**src/rtl/stream_accum_pkg.sv**
```systemverilog
// Shared types and defaults for the stream accumulator.
// Latency: n/a (declarations only).
// Backpressure: n/a.
package stream_accum_pkg;

  localparam int DEFAULT_WIDTH = 32;

  typedef enum logic [1:0] {
    _state_idle  = 2'd0,
    _state_run   = 2'd1,
    _state_drain = 2'd2,
    _state_done  = 2'd3
  } state_t;

endpackage

```
**src/rtl/stream_accum.sv**
```systemverilog
// Accumulates a signed input stream into a running sum and count, one value per cycle.
// Latency: 1 cycle from input handshake to _valid/_out0/_out1; _done one cycle after the final drain.
// Backpressure: _in_ready drops while an output is held unconsumed (_valid && !_ready).
module stream_accum
  import stream_accum_pkg::*;
#(
  parameter int WIDTH = DEFAULT_WIDTH
) (
  input  logic                    _clock,
  input  logic                    _reset_n,
  input  logic                    _start,
  input  logic signed [WIDTH-1:0] _in_data,
  input  logic                    _in_valid,
  output logic                    _in_ready,
  input  logic                    _in_done,
  input  logic                    _ready,
  output logic                    _valid,
  output logic                    _done,
  output logic signed [WIDTH-1:0] _out0,
  output logic [31:0]             _out1
);

  state_t                  state;
  state_t                  state_nxt;
  logic                    done_nxt;
  logic                    hs;
  logic signed [WIDTH-1:0] sum;
  logic signed [WIDTH-1:0] sum_nxt;
  logic [31:0]             count;
  logic [31:0]             count_nxt;

  // Accept only while running, never in a _start cycle, and only when the output slot is free or draining.
  assign _in_ready = (state == _state_run) && !_start && (!_valid || _ready);
  assign hs        = _in_valid && _in_ready;
  assign sum_nxt   = sum + _in_data;
  assign count_nxt = count + 32'd1;

  // Next-state and end-of-stream pulse decode; _start overrides every state.
  always_comb begin
    state_nxt = state;
    done_nxt  = 1'b0;
    if (_start) begin
      state_nxt = _state_run;
    end else begin
      case (state)
        _state_idle: begin
          state_nxt = _state_idle;
        end
        _state_run: begin
          if (_in_done) state_nxt = _state_drain;
        end
        _state_drain: begin
          if (!_valid || _ready) state_nxt = _state_done;
        end
        _state_done: begin
          if (!_valid && _ready) begin
            state_nxt = _state_idle;
            done_nxt  = 1'b1;
          end
        end
        default: begin
          state_nxt = _state_idle;
        end
      endcase
    end
  end

  // State register and registered _done pulse.
  always_ff @(posedge _clock or negedge _reset_n) begin
    if (!_reset_n) begin
      state <= _state_idle;
      _done <= 1'b0;
    end else begin
      state <= state_nxt;
      _done <= done_nxt;
    end
  end

  // Accumulators and output register; a new handshake refills the slot, otherwise _ready empties it.
  always_ff @(posedge _clock or negedge _reset_n) begin
    if (!_reset_n) begin
      sum    <= '0;
      count  <= '0;
      _out0  <= '0;
      _out1  <= '0;
      _valid <= 1'b0;
    end else if (_start) begin
      sum    <= '0;
      count  <= '0;
      _out0  <= '0;
      _out1  <= '0;
      _valid <= 1'b0;
    end else if (hs) begin
      sum    <= sum_nxt;
      count  <= count_nxt;
      _out0  <= sum_nxt;
      _out1  <= count_nxt;
      _valid <= 1'b1;
    end else if (_ready) begin
      _valid <= 1'b0;
    end
  end

endmodule

```
**config.mk**
```make
export PLATFORM = sky130hd
export DESIGN_NAME = stream_accum
export DESIGN_NICKNAME = d
export VERILOG_FILES = /design/src/rtl/stream_accum_pkg.sv /design/src/rtl/stream_accum.sv
export SDC_FILE = /design/constraint.sdc
export NUM_CORES = 1
export LEC_CHECK = 0
export BUFFER_PORTS_ARGS = -buffer_cell sky130_fd_sc_hd__buf_2
export CAP_MARGIN = 10
export CORE_ASPECT_RATIO = 1.75
export CORE_MARGIN = 2
export CORE_UTILIZATION = 40
export DETAILED_ROUTE_END_ITERATION = 10
export GPL_ROUTABILITY_DRIVEN = 0
export SYNTH_ARGS = -nofsm -noshare
export SYNTH_HDL_FRONTEND = slang
export SYNTH_SLANG_ARGS = --single-unit
```
**constraint.sdc**
```tcl
create_clock -name _clock -period 3 [get_ports _clock]
set_input_delay 0.15 -clock _clock [delete_from_list [all_inputs] [get_ports _clock]]
set_output_delay 0.15 -clock _clock [all_outputs]
set_load 0.01 [all_outputs]
```
==> metrics.md <==
| Metric | Value |
|---|---|
| First-pass GRT wire length | `just under 20000 um` |
| Number of CTS-inserted buffers | `9` |
| CP required | `3.23 ns` |
| Die width | `approximately 84 um` |
| Slew Viols, Final | `0` |
| Initial Util | `roughly two fifths` |
| Pre-antenna DRT Iters | `4` |
| Most frequent cells in the layout | `buf_2, dfrtp_1, o21ai_0` |
| Post-synth EDFFs | `0` |
| Max-cap viol count | `0` |
| Die H | `144 um` |
| DR vias/cell | `~5.5` |
| CP endpoint kind | `register` |
| Via count | `roughly 4100` |
| Ys Warns | `0` |
| CTS tree | `built` |
| Critical Path Source Type | `register` |
| Final Skew | `0.00811 ns` |
| Flops & latches, synth | `68` |
| CTS max path bufs | `2` |
| WL per Instance | `16.1 um` |
| Syn nets | `between 500 and 600` |
| Fraction of registers with async set/reset | `100%` |
| Final Critical Period | `2.84 ns` |
| Netlist Area Pre-Place | `0.00451 mm^2` |
| Die area | `0.0122 mm^2` |
| Area Growth Syn to Fin | `23.2%` |
| DPL Wire Length | `8970 um` |
| DRC | `0` |
| I/O pins | `roughly 110` |
| Grt ovf | `0` |
| Critical path data arrival time | `3.07 ns` |
| Sink Count | `between 60 and 70` |
| Overall power | `about 3.5 mW` |
| Routed Wire Length | `12000 um` |
| Synth cell types | `60` |
| Max_slew headroom | `a little under 50%` |
| N_diodes | `0` |
| Worst Max-Slew Pin Slew | `0.770 ns` |
| Largest net degree at the start of global routing | `40` |
| H-tree depth | `3` |
| Fmax | `between 0.3 and 0.4 GHz` |
| Post-Syn Area per Cell | `between 9 and 10 um^2` |
| Vias in the first global route | `4183` |
| Initial antenna violation count | `0` |
| Reg2reg setup slack | `approximately 0.16 ns` |
| Post-Route Setup TNS | `0 ns` |
| Worst skew pair latency | `~0.33 ns` |
| Most common cell after layout, fill and taps aside | `buf_2` |
| Final Hold Viols | `0` |
| Finished Layout Cells | `roughly 750` |
| Status | `complete, no violations` |
| Row cnt | `51` |
| CORE AREA | `approximately 0.011 mm^2` |
| Placed cell count | `729` |
| Tot GR Track Use | `between 20% and 30%` |
| Most used DFF post-synth | `dfrtp_1` |
| Nets@finish | `684` |
| Power Dens Cells | `638 mW/mm^2` |
| Final setup viols | `0` |
| Worst hold path type | `in2reg` |
| RSZ-0062 raised after global routing | `no` |
| Clock Pin Slew Worst Setup and Hold Paths | `0.06 ns` |
| Post-route cell area | `around 0.0056 mm^2` |
| Synth Instances | `between 400 and 500` |
| Seq/Total Area, Yosys | `between 30 and 40%` |
| Post-DP Area | `0.00519 mm^2` |
| Maximum vdd drop | `~0.32 mV` |
| Critical path fanouts, max | `5` |
| Period utilization | `between 90% and 100%` |
| CTS Root Cell | `clkbuf_16` |
| Port Buf Inserts | `about 100` |
| Crit Path Class | `reg2reg` |
| P_leak | `2.79 nW` |
| Post-route ant nets | `0` |
| Initial drt markers | `approximately 160` |
| Layout cells sized above 1 | `roughly 25%` |
-- timing repair --
item / in CTS / in global routing
setup endpoints to repair: 0 / 7
endpoints found under the hold margin: 29 / 0
hold buffers: 1 / 0
resized for setup: 0 / 9
setup buffers: 0 / 1
-- layout make-up --
cell class	count	area, um^2
fillers	1065	5490
multi-input cells	402	2730
flip-flops and latches	68	1700
repair buffers	116	626
clock buffers	11	253
well taps	132	165
inverters	13	48.8
clock inverters	4	25.0
-- stage by stage --
stage	worst slack, ns	hold slack (ns)	utilization, %
global placement	0.146	0.272	47.1
detailed placement	0.0722	0.276	47.1
floorplan	0.289	-0.146	-
finish	0.164	0.130	50.3
CTS	0.0511	0.118	49.7
global route	0.0110	0.143	50.3
-- power by group --
group	total (mW)	leakage (nW)	switching [mW]	internal (mW)
clock	1.00	0.133	0.406	0.597
sequential	1.15	0.932	0.111	1.04
combinational	1.39	1.73	0.789	0.597
total	3.54	2.79	1.30	2.24
-- critical path: stages, from the launching register on --
cell	delay, ns
dfrtp_1	0.39
ha_1	0.35
a2111oi_2	0.39
o21ai_1	0.14
a41o_2	0.34
a311oi_4	0.30
o311a_4	0.25
a21oi_1	0.10
a21oi_1	0.19
xor2_1	0.09
o31ai_1	0.20
-- synth_stat cells, types with 2 or more instances --
cell	count	area share [%]
xor2_1	34	6.6
and2_1	5	0.69
nand2_1	42	3.5
dfrtp_1	68	38
nor2b_1	2	0.28
and4_1	5	0.97
o21a_1	2	0.33
nor3_1	4	0.44
o31ai_1	3	0.50
nor3b_1	6	1.0
xnor2_1	15	2.9
a21oi_1	36	4.0
a31o_2	3	0.58
o21ai_0	44	4.9
o21ai_1	4	0.44
and3_1	9	1.2
clkbuf_1	9	0.75
buf_1	2	0.17
a211oi_1	5	0.83
nor2_1	38	3.2
a21o_1	13	2.2
a31oi_1	4	0.56
ha_1	35	9.7
mux2i_1	3	0.67
nand4_1	5	0.69
o211ai_1	3	0.50
or3_1	10	1.4
nand2b_1	5	0.69
inv_1	12	1.0
o21bai_1	5	0.83
nand3_1	39	4.3
-- final timing paths --
check	startpoint	to	depth (start not counted)
setup / recovery	sum[6]	sum[31]	10
hold / removal	_ready	_done	3
setup reg to reg	sum[6]	sum[31]	10
hold reg to reg	sum[31]	sum[31]	1
max in group asynchronous	_reset_n	sum[25]	3
min in group asynchronous	_reset_n	count[6]	2
-- kinds of logic (layout without fill, tap and decap cells) --
family | Yosys count | in the layout | synth area share (%)
adder cells (fa/ha/maj) | 36 | 36 | 10.2
buffers and inverters | 29 | 144 | 2.94
AO/OA/AOI/OAI | 137 | 137 | 19.2
XOR/XNOR | 49 | 49 | 9.53
multiplexers | 3 | 3 | 0.667
AND/OR/NAND/NOR | 177 | 177 | 19.7
flip-flops | 68 | 68 | 37.8
-- routing by layer --
layer,global-route usage (%),routed length [um]
met2,38.5,6440
met4,7.47,268
met5,0,0
met1,22.6,4800
met3,2.97,474
-- sequential cells by signal, indices dropped and copies added, names as in the netlist --
name	flops
_valid	1
sum	32
count	32
state	2
_done	1
(Power assumes the default switching activity.)
